### config.mk
export PLATFORM = sky130hd
export DESIGN_NAME = tx_scheduler
export DESIGN_NICKNAME = d
export VERILOG_FILES = /design/src/rtl/tx_scheduler.sv
export SDC_FILE = /design/constraint.sdc
export NUM_CORES = 1
export LEC_CHECK = 0
export BUFFER_PORTS_ARGS = -buffer_cell sky130_fd_sc_hd__buf_2
export CAP_MARGIN = 40
export CORE_MARGIN = 8
export CORE_UTILIZATION = 47
export CTS_BUF_LIST = sky130_fd_sc_hd__clkbuf_2 sky130_fd_sc_hd__clkbuf_4 sky130_fd_sc_hd__clkbuf_8
export DETAILED_ROUTE_END_ITERATION = 10
export PLACE_DENSITY = 0.88
export SYNTH_ARGS = -nofsm -noshare
export SYNTH_HDL_FRONTEND = slang
export SYNTH_SLANG_ARGS = --single-unit
### constraint.sdc
create_clock -name clk -period 1.6 [get_ports clk]
set_input_delay 0.08 -clock clk [delete_from_list [all_inputs] [get_ports clk]]
set_output_delay 0.08 -clock clk [all_outputs]
set_load 0.05 [all_outputs]
### src/rtl/tx_scheduler.sv
// Two-requester round-robin scheduler driving the UART transmitter load/transmit_en handshake.
// Optional BUSY watchdog compiled in with `define TX_SCHED_TIMEOUT_EN (limit TIMEOUT_CYCLES).
module tx_scheduler #(
  parameter int unsigned TIMEOUT_CYCLES = 64
) (
  input  logic       clk,
  input  logic       reset,
  input  logic       req_a,
  input  logic [7:0] char_a,
  output logic       ack_a,
  input  logic       req_b,
  input  logic [7:0] char_b,
  output logic       ack_b,
  output logic       load,
  output logic [7:0] parallel_in,
  output logic       transmit_en,
  input  logic       char_sent,
  output logic       busy,
  output logic       grant,
  output logic       timeout_err
);

  typedef enum logic [2:0] {
    S_IDLE,
    S_LOAD,
    S_START,
    S_BUSY,
    S_DONE
  } state_t;

  if (TIMEOUT_CYCLES == 0 || TIMEOUT_CYCLES > 255) begin : g_bad_timeout
    $error("tx_scheduler: TIMEOUT_CYCLES must be in 1..255");
  end

  state_t state;
  logic   last_grant;
  logic   win;
  logic   wd_expire;

  // B wins when it is the only requester, or when both request and A went last.
  assign win = req_b & (~req_a | ~last_grant);

`ifdef TX_SCHED_TIMEOUT_EN
  localparam logic [7:0] LIMIT = 8'(TIMEOUT_CYCLES);
  logic [7:0] wd_cnt;

  // Fires in the BUSY cycle whose increment would reach the limit.
  assign wd_expire = (wd_cnt + 8'd1) == LIMIT;
`else
  assign wd_expire   = 1'b0;
  assign timeout_err = 1'b0;
`endif

  // NOTE: every register here is updated with <= so all of them see the
  // pre-edge values of each other; blocking = would make ordering matter.
  always_ff @(posedge clk or posedge reset) begin
    if (reset) begin
      state       <= S_IDLE;
      last_grant  <= 1'b1;
      grant       <= 1'b0;
      parallel_in <= 8'h00;
      load        <= 1'b0;
      transmit_en <= 1'b0;
      ack_a       <= 1'b0;
      ack_b       <= 1'b0;
      busy        <= 1'b0;
`ifdef TX_SCHED_TIMEOUT_EN
      wd_cnt      <= 8'd0;
      timeout_err <= 1'b0;
`endif
    end else begin
      // NOTE: pulse outputs default low each cycle; only the BUSY exit raises them.
      ack_a <= 1'b0;
      ack_b <= 1'b0;
`ifdef TX_SCHED_TIMEOUT_EN
      timeout_err <= 1'b0;
`endif
      case (state)
        S_IDLE: begin
          if (req_a | req_b) begin
            grant       <= win;
            parallel_in <= win ? char_b : char_a;
            load        <= 1'b1;
            busy        <= 1'b1;
            state       <= S_LOAD;
          end
        end
        S_LOAD: begin
          load        <= 1'b0;
          transmit_en <= 1'b1;
          state       <= S_START;
        end
        S_START: begin
          transmit_en <= 1'b0;
`ifdef TX_SCHED_TIMEOUT_EN
          wd_cnt      <= 8'd0;
`endif
          state       <= S_BUSY;
        end
        S_BUSY: begin
          if (char_sent || wd_expire) begin
            ack_a <= ~grant;
            ack_b <= grant;
            state <= S_DONE;
          end
`ifdef TX_SCHED_TIMEOUT_EN
          // A frame end in the same cycle as expiry counts as a normal completion.
          timeout_err <= ~char_sent & wd_expire;
          if (!char_sent) wd_cnt <= wd_cnt + 8'd1;
`endif
        end
        S_DONE: begin
          busy       <= 1'b0;
          last_grant <= grant;
          state      <= S_IDLE;
        end
        default: state <= S_IDLE;
      endcase
    end
  end

endmodule

## Yosys cells after proc, flatten, opt, wreduce, memory -nomap -nowiden

Index checks and enable logic that the tools add are counted.
W data, S select, Z words.

| cells by class | value |
|---|---|
| equality and inequality tests | 6 |
| muxes and demuxes | 12 |
| bitwise gates (word level) | 6 |
| reductions and logical operators | 8 |

Operators by type and width:

| operator | count |
|---|---|
| $pmux W3 S4 | 1 |
| $mux W8 | 1 |
| $reduce_and A2 Y1 | 4 |
| $eq A3 B2 Y1 const B | 2 |
| $mux W3 | 2 |
| $pmux W1 S2 | 3 |
| $reduce_bool A2 Y1 | 3 |
| $mux W1 | 5 |
| $ne A2 B2 Y1 const B | 2 |
| $eq A3 B1 Y1 const B | 1 |
| $eq A3 B3 Y1 const B | 1 |
| $logic_not A3 Y1 | 1 |
| $not A1 Y1 | 3 |
| $or A1 B1 Y1 | 2 |
| $and A1 B1 Y1 | 1 |

| word-level totals | value |
|---|---|
| register bits after elaboration | 18 |
| input port bits | 21 |
| output and inout port bits | 15 |
| logic and storage cells | 41 |

## Depth between registers and ports, before layout

Gate-level depths: netlist of the first run.

| depth | value |
|---|---|
| word-level depth | 4 |
| depth in mapped cells | 4 |
| depth with buffers taken out | 3 |

## Worst setup path after synthesis of the first run

Ideal clock, no wire load.

| path | value |
|---|---|
| path kind | register to register |
| start | reg state[2] |
| end | reg parallel_in[0] |
| library setup time | 0.065 ns |
| data arrival time | 1.240 ns |
| required time | 1.535 ns |
| setup slack | 0.295 ns |
| stages on the path, launching flop included | 5 |
| path buffers | 1 |
| clock period less this slack | 1.305 ns |
| cell sequence | dfrtp_1 or3_4 buf_6 o21bai_1 o221a_2 |

| between the ends | value |
|---|---|
| longest elaborated chain between the ends | 2 |

RTL lines:

| what | RTL line | text |
|---|---|---|
| from (decl) | 35 | `state_t state;` |
| from (signal assigned) | 58 | `state <= S_IDLE;` |
| from (signal assigned) | 85 | `state <= S_LOAD;` |
| from (signal assigned) | 91 | `state <= S_START;` |
| $logic_not A3 Y1 | 78 | `case (state)` |
| $reduce_and A2 Y1 (no line) | n/a |  |
| to (signal assigned) | 82 | `parallel_in <= win ? char_b : char_a;` |
| to (decl) | 15 | `output logic [7:0] parallel_in,` |

No other way between the ends.
A chain may end at the register's enable or synchronous reset.

## Worst setup path after layout of the first run

| path | value |
|---|---|
| start | reg state[0] |
| end | reg parallel_in[5] |

Same word-level chain as after synthesis.

==> metrics.cfg, run 1 <==
[floorplan]
coreArea_um2=1650
die-width_um=57.0
io_pins=36
dieHeight_um=57.0
dieArea_um2=3250
start_util=0.479
num_rows=15

[logic_synthesis]
synth_top_area_share=0.538
synth_area_leaders=dfrtp_1 54%, o221a_2 11%, o21bai_1 7.6%
yosys-mux-area-fraction=0.0142
synth_warnings=0
synth_fa_ha_area_frac=0
postSynthCellCount=67
synth_top_family_by_area=compound AO/OA/AOI/OAI gates
synth-compound-area-share=0.244
synth_nets=88
yosys.area_share.simple=0.133
synthDistinctLibCells=22
ys_ff_latch=18
synth_area_um2=791
synth_xor_area_frac=0
synth_seq_area_share=0.571
synth_top_area_cell=dfrtp_1
synth.avg_cell_area_um2=11.8

[routing]
viasPerCell=5.38
wl_mm=1.91
dr.pass1.iters=4
dr_total_vias=667
antenna_left=0
route.detailed.drc=0
routedWlPerCell_um=15.4
drt_iter0_markers=14

[status]
outcome=completed

[grt]
gr-usage-all-layers=0.119
grt_first_pass_wirelength_mm=3.13
antenna_found_initial=0
grt_max_degree=19
grt_pass1_vias=724
grt-ovfl-total=0

[final_layout]
stdcell_count=124
fin_nets=129
fin_area_um2=1050
drive_gt1_frac=0.514
fill_cells=139
syn_to_final_growth_pct=32.3
antenna_cells=0

[timing]
hold_violations=0
finalSetupTns_ns=0
setup_violations=0
finClkSkew_ns=0.00373
worstMarginPinSlew_ns=0.659
slew_headroom=0.560
whs_ns=0.0478
rsz0062_at_grt=false
period_needed_ns=1.48
fin_crit_sh=0.927
slew_violations=0
layout_setup_ws_ns=0.117
max_freq_mhz=674

[pwr]
leakage_nw=0.500
p_per_area_nw_per_um2=2240
vdd_ir_drop_max_mv=1.30

[setup_path]
worst_path_largest_cell_delay_ns=0.47
path_cells=nor3_1, nand3_2, o221a_2
worstSetupPathType=flop to flop
arrival_ns=1.67
crit_slowest_cell=dfrtp_1
crit_path_end_kind=flop
crit_fanout=9
critPathLaunchType=flop
critical_path_required_ns=1.78
rrSetupSlack_ns=0.12

[cts]
numCtsBuffers=3
clock_sinks=18
h-tree-depth=1
cts_tree=done
cts_root_buf=clkbuf_4
path_clk_slew_ns=0.10
clockBufferDepth=2
postCtsSetupBuffers=0
clock_latency_ns=0.29

[placed_design]
post_dp_cell_area_um2=990
pre_cts_slack_ns=0.0945
portBuffers=34
place_hpwl_mm=1.51
placed_cells=119
gp_congestion=0.735

[run]
maxCapViolations=0

[min_path]
hold_class=primary input to flop

sequential cells by signal, summed over array words and instances (netlist names):
signal / cells
load: 1
busy: 1
parallel_in: 8
state: 3
grant: 1
ack_b: 1
transmit_en: 1
last_grant: 1
ack_a: 1
synthesized netlist by cell type (all sizes together):
cell and number:
and3 2, and2 1, o221a 8, o21ai 5, or3 1, o2bb2ai 1, nor2 4, clkbuf 1
nand2 4, conb 1, buf 2, inv 1, nor3 2, dfstp 1, dfrtp 17, mux2 1
o21bai 8, nand3 2, nor2b 2, nand2b 2, a2bb2oi 1
power by group:
group,switching (W),total [W],internal (W)
registers,0.000127,0.000785,0.000658
logic,0.000857,0.00129,0.000432
clock network,0.000135,0.000274,0.000139
total,0.00112,0.00235,0.00123
per-layer routing:
metal | part of all wire | track usage | routed length (µm)
met1 | 0.48 | 0.155 | 912
met2 | 0.43 | 0.171 | 818
met3 | 0.071 | 0.0421 | 136
met4 | 0.021 | 0.0604 | 40
met5 | 0 | 0 | 0
cells in the final DEF, fill, tap and decap left out:
master / instances
o21bai_1: 8
nor2_1: 4
inv_1: 1
clkbuf_8: 1
mux2_2: 1
nor2b_1: 2
clkbuf_4: 3
dfstp_2: 1
a2bb2oi_1: 1
o21ai_0: 5
and2_1: 1
or3_4: 1
nor3_1: 2
conb_1: 1
and3_1: 2
dlygate4sd3_1: 1
buf_2: 34
dfrtp_1: 17
nand3_2: 2
o221a_2: 8
buf_4: 4
nand2b_1: 2
o2bb2ai_1: 1
nand2_1: 4
area by class of cell:
cell class / count / area (µm²) / area share
sequential: 18 / 452 / 0.432
multi-input combinational: 45 / 323 / 0.309
timing repair buffer: 39 / 210 / 0.201
clock buffer: 4 / 36.3 / 0.0347
tap: 17 / 21.3 / 0.0203
inverter: 1 / 3.75 / 0.00359
cells by family (layout without fill, tap and decap cells):
logic type,after synthesis,in the layout
muxes,1,1
buffers and inverters,4,44
AOI/OAI and AO/OA,23,23
other,1,1
DFF,18,18
and+or+nand+nor,20,20
path summary, 6_finish.rpt:
kind,endpoint,depth (start not counted),startpoint
setup / recovery,parallel_in[5]$_DFFE_PP0P_,3,state[0]$_DFFE_PP0P_
hold / removal,parallel_in[2]$_DFFE_PP0P_,2,char_b[2]
setup reg to reg,parallel_in[5]$_DFFE_PP0P_,3,state[0]$_DFFE_PP0P_
hold reg to reg,busy$_DFFE_PP0P_,1,busy$_DFFE_PP0P_
max in group asynchronous,busy$_DFFE_PP0P_,3,reset
min in group asynchronous,parallel_in[7]$_DFFE_PP0P_,3,reset
through the flow:
step | power [W] | utilization
after floorplan | 0.00177 | -
after global placement | 0.00204 | 0.599
after detailed placement | 0.00208 | 0.599
after CTS | 0.00236 | 0.627
after global routing | 0.00249 | 0.633
final | 0.00235 | 0.633
critical path: cells and delay by family, from the launching register on:
| family | cells | cell delay (ns) |
|---|---|---|
| AND/OR/NAND/NOR | 2 | 0.57 |
| flip-flops | 1 | 0.47 |
| AO/OA/AOI/OAI | 1 | 0.33 |
repair_timing:
item | in CTS | in global routing
endpoints found under the setup margin | 0 | 8
endpoints found under the hold margin | 17 | 0
hold buffers | 1 | 0
resized for setup | 0 | 2
No activity file was read; power rests on OpenSTA's default activity.
==> run 2: changes to the inputs <==
- ABC_AREA: unset -> 1
- CORE_UTILIZATION: 47 -> 49
- PLACE_DENSITY: 0.88 -> unset
- PLACE_DENSITY_LB_ADDON: unset -> 0.1
==> run 2 against run 1 <==
Combinational power fell by 4%. Sequential power rose by 0.8%. Die area rose by 4.8%. Critical path type unchanged. Highest routed layer unchanged.
==> metrics.cfg, run 2 <==
[setup_path]
crit_path_end_kind=flop
crit_fanout=12
r2r-end=grant$_DFFE_PP0P_
critical_path_required_ns=1.78
arrival_ns=1.33
worstRegToRegCells=4
worst_path_largest_cell_delay_ns=0.45
rrSetupSlack_ns=0.45
critPathLaunchType=flop
path_cells=nor2_4, nand3_2, nand2_1, o21ai_0
r2r_start=state[0]$_DFFE_PP0P_
crit_slowest_cell=dfrtp_1
worstSetupPathType=flop to flop
startpoint=state[0]$_DFFE_PP0P_

[final_layout]
largest_reg_flops=8
multi_input_area_um2=358
largest_register=parallel_in
seqCellArea_um2=452
final_cell_mix=48 x nand2_1, 34 x buf_2, 17 x dfrtp_1, 11 x nand3_1, 8 x inv_1
drive_gt1_frac=0.333
syn_to_final_growth_pct=24.8
antenna_cells=0
fill_cells=158
final_common_cell=nand2_1
top_regs=parallel_in: 8 flops, state: 3 flops
fin_nets=166

[logic_synthesis]
synthArstFlopShare=1.00
synth_top_area_cell=dfrtp_1
synth_warnings=0
synth_most_common_cell=nand2_1
synth_area_um2=880
postSynthCellCount=108
synth_nets=129
synth-edff-count=0
synthDistinctLibCells=20
synth.avg_cell_area_um2=8.14
synth_top_cells_by_count=48 x nand2_1, 17 x dfrtp_1, 11 x nand3_1
synth_area_leaders=dfrtp_1 48%, nand2_1 20%, nand3_1 6.3%
synth_seq_area_share=0.514
synth_top_area_share=0.484
yosys_most_used_dff=dfrtp_1
ys_ff_latch=18

[placed_design]
portBuffers=34
gp_congestion=0.865
place_hpwl_mm=1.55

[pwr]
clkPwrFrac=0.122
comb_power_share=0.536
leakage_nw=0.648
p_switching_w=0.00121
switching_share=0.525
pwr-share-seq=0.343
p_per_area_nw_per_um2=2100
vdd_ir_drop_max_mv=1.08
totalPowerFinal_w=0.00231
power.internal_w=0.00110

[routing]
wl_mm=1.96
viasPerCell=4.53
dr.pass1.iters=4
drt_iter0_markers=17
antenna_left=0
routedWlPerCell_um=11.6
route.detailed.drc=0
dr_total_vias=766

[timing]
slew_headroom=0.562
hold_violations=0
finalSetupTns_ns=0
rsz0062_at_grt=false
worstMarginPinSlew_ns=0.656
setup_violations=0
period_needed_ns=1.15
slew_violations=0
max_freq_mhz=870
finClkSkew_ns=0.00454
fin_crit_sh=0.718

[min_path]
hold_class=primary input to flop
hp-start=char_sent
worstHoldEndpoint=ack_b$_DFF_PP0_
hold_path_depth=3

[cts]
path_clk_slew_ns=0.11
cts_tree=done
clock_latency_ns=0.29
h-tree-depth=1
clockBufferDepth=2
numCtsBuffers=3
clock_sinks=18
postCtsSetupBuffers=0
cts_root_buf=clkbuf_4

[floorplan]
dieArea_um2=3410
start_util=0.515
io_pins=36
dieHeight_um=58.4
coreArea_um2=1710
die-width_um=58.4
num_rows=15

[grt]
gr-usage-all-layers=0.124
grt_max_degree=19
grt_pass1_vias=793
grt_first_pass_wirelength_mm=3.32
grt-ovfl-total=0
antenna_found_initial=0

[status]
outcome=completed

[run]
maxCapViolations=0

## run 2: metal layers
| layer | track usage | routed length [µm] |
|---|---|---|
| met1 | 0.145 | 878 |
| met2 | 0.205 | 958 |
| met3 | 0.0348 | 107 |
| met4 | 0.0524 | 14 |
| met5 | 0 | 0 |
## run 2: metrics by stage
stage               area (µm²)  utilization  std cells  worst slack [ns]  hold slack [ns]
finish                    1100        0.642        169             0.451           0.0175
detailed placement        1050        0.615        164             0.446            0.202
CTS                       1100        0.642        169             0.426          0.00811
global placement          1050        0.615        164             0.467            0.198
floorplan                  880            -        108             0.602           0.0178
global route              1100        0.642        169             0.303           0.0212
## run 2: kinds of logic (layout without fill, tap and decap cells)
kind of cell | after synthesis | count (layout) | share of synthesized area
buffers and inverters | 13 | 49 | 0.0797
and+or+nand+nor | 72 | 72 | 0.380
AOI/OAI and AO/OA | 4 | 4 | 0.0227
DFF | 18 | 18 | 0.514
other | 1 | 1 | 0.00426
## run 2: worst max-delay path, delay by kind of cell (launching register included)
family | cells | cell delay, ns
AO/OA/AOI/OAI | 1 | 0.08
flip-flops | 1 | 0.45
AND/OR/NAND/NOR | 3 | 0.50
## run 2: worst max-delay path by stage
stage                     slack, ns                         end  cells past startpoint
final                          0.45           grant$_DFFE_PP0P_                      4
after global routing           0.30           grant$_DFFE_PP0P_                      4
after CTS                      0.43           grant$_DFFE_PP0P_                      3
after detailed placement       0.45           grant$_DFFE_PP0P_                      4
after global placement         0.47           grant$_DFFE_PP0P_                      4
after floorplan                0.60  parallel_in[0]$_DFFE_PP0P_                      5
## run 2: layout make-up
class | count | share of cell area
Clock buffer | 4 | 0.0331
Inverter | 10 | 0.0365
Multi-Input combinational cell | 77 | 0.326
Sequential cell | 18 | 0.412
Tap cell | 25 | 0.0285
Timing Repair Buffer | 35 | 0.164
## run 2: repair_timing
action | CTS | global route
endpoints found under the hold margin | 17 | 0
hold buffers | 1 | 0
resized for setup | 0 | 0
setup endpoints to repair | 0 | 0
## run 2: power groups by stage
stage                     logic, W  clock network (W)  registers (W)
final                      0.00124           0.000281       0.000791
after global routing       0.00136           0.000304       0.000815
after CTS                  0.00126           0.000290       0.000792
after detailed placement   0.00125                  0       0.000798
after global placement     0.00123                  0       0.000795
after floorplan           0.000464                  0        0.00132
==> run 3: changes to the inputs <==
- CORE_UTILIZATION: 49 -> 44
- clock period: 1.6 -> 1 ns (I/O delays scaled with it)
==> run 3 against run 2 <==
The run now ends with setup timing left. Die area is 8.2% higher. First-iteration DRC count is 47% higher. Via count is 18% higher. Maximum frequency is 4.2% higher. Design area is 22% higher. Core utilization is 5.4 points higher. Critical path depth is 1 higher. Non-clock buffer count is 14 higher. Flip-flop and latch count stayed put. Sequential power is 63% higher. Combinational power is 130% higher. Worst hold slack better by 0.015 ns.
==> metrics.cfg, run 3 (same netlist as run 2, synthesis figures left out) <==
[final_layout]
fin_area_um2=1340
fin_nets=183
top_regs=parallel_in: 8 flops, state: 3 flops
stdcell_count=188
drive_gt1_frac=0.453
antenna_cells=0
largest_reg_flops=8
syn_to_final_growth_pct=52.2
final_common_cell=nand2_1
largest_register=parallel_in
final_cell_mix=46 x nand2_1, 24 x buf_2, 17 x dfrtp_1, 13 x clkbuf_4, 12 x buf_4

[timing]
period_needed_ns=1.10
hold_violations=0
max_freq_mhz=907
setup_violations=15
layout_setup_ws_ns=-0.102
slew_violations=0
fin_crit_sh=1.10
finClkSkew_ns=0.00617
rsz0062_at_grt=true

[status]
violations=setup timing
outcome=finished with violations

[cts]
clock_sinks=18
cts_tree=done
clock_latency_ns=0.29
path_clk_slew_ns=0.11
h-tree-depth=1
clockBufferDepth=2
numCtsBuffers=3
cts_root_buf=clkbuf_4

[setup_path]
worstSetupPathType=flop to flop
arrival_ns=1.28
worstRegToRegCells=5
critPathLaunchType=flop
crit_path_end_kind=flop
crit_fanout=6
rrSetupSlack_ns=-0.10
critical_path_required_ns=1.18
r2r_start=state[2]$_DFFE_PP0P_
r2r-end=grant$_DFFE_PP0P_

[min_path]
hp-start=char_a[6]
hold_class=primary input to flop
worstHoldEndpoint=parallel_in[6]$_DFFE_PP0P_
hold_path_depth=5

[pwr]
leakage_nw=0.753
vdd_ir_drop_max_mv=1.59
totalPowerFinal_w=0.00455
p_per_area_nw_per_um2=3400

[routing]
dr.pass1.iters=4
routedWlPerCell_um=13.7
drt_iter0_markers=25
route.detailed.drc=0
antenna_left=0
viasPerCell=4.81
dr_total_vias=904
wl_mm=2.57

[floorplan]
dieArea_um2=3690
start_util=0.458
io_pins=36
dieHeight_um=60.7
coreArea_um2=1920
die-width_um=60.7
num_rows=16

[placed_design]
place_hpwl_mm=1.66
portBuffers=34
post_dp_cell_area_um2=1110
gp_congestion=0.743
placed_cells=173

[grt]
grt_max_degree=19
grt_first_pass_wirelength_mm=4.34
gr-usage-all-layers=0.156
grt_pass1_vias=968
grt-ovfl-total=0
antenna_found_initial=0

[run]
maxCapViolations=0

run 3: metal layers:
metal	part of all wire	track usage	wire, µm
met1	0.41	0.174	1050
met4	0.012	0.0631	31
met5	0	0	0
met2	0.53	0.276	1360
met3	0.048	0.0381	123
run 3: worst max-delay path by stage:
stage,startpoint,endpoint,cells past startpoint
floorplan,state[0]$_DFFE_PP0P_,parallel_in[0]$_DFFE_PP0P_,5
global placement,last_grant$_DFFE_PP1P_,parallel_in[4]$_DFFE_PP0P_,6
global route,state[2]$_DFFE_PP0P_,parallel_in[5]$_DFFE_PP0P_,6
CTS,last_grant$_DFFE_PP1P_,parallel_in[6]$_DFFE_PP0P_,6
finish,state[2]$_DFFE_PP0P_,grant$_DFFE_PP0P_,5
detailed placement,last_grant$_DFFE_PP1P_,parallel_in[4]$_DFFE_PP0P_,6
run 3: report_power, final:
group	internal (W)	switching, W
clock	0.000182	0.000228
combinational	0.000982	0.00187
sequential	0.00106	0.000230
run 3: critical path, stage by stage, from the launching register on:
cell     delay, ns
dfrtp_1       0.44
nor2_4        0.14
buf_4         0.15
nand3_4       0.11
nand2_1       0.08
o21ai_1       0.07
run 3: area by class of cell:
class                           count  area [µm²]
Fill cell                         178         583
Clock buffer                        4        30.0
Sequential cell                    18         452
Inverter                           10        42.5
Tap cell                           27        33.8
Timing Repair Buffer               49         320
Multi-Input combinational cell     80         460
run 3: through the flow:
step	hold slack, ns	setup slack [ns]	util	setup TNS, ns
floorplan	-0.0122	0.00230	-	0
global placement	0.0769	-0.135	0.576	-1.21
detailed placement	0.0802	-0.155	0.576	-1.46
CTS	0.0342	-0.0714	0.663	-0.637
global route	0.0533	-0.168	0.697	-2.04
finish	0.0324	-0.102	0.697	-0.955
run 3: what timing repair did:
action / in CTS / in global routing
resized for setup: 13 / 20
buffers inserted: 6 / 0
hold buffers: 2 / 0
pin swaps: 4 / 4
endpoints found under the hold margin: 18 / 0
gates cloned: 3 / 0
endpoints found under the setup margin: 14 / 27
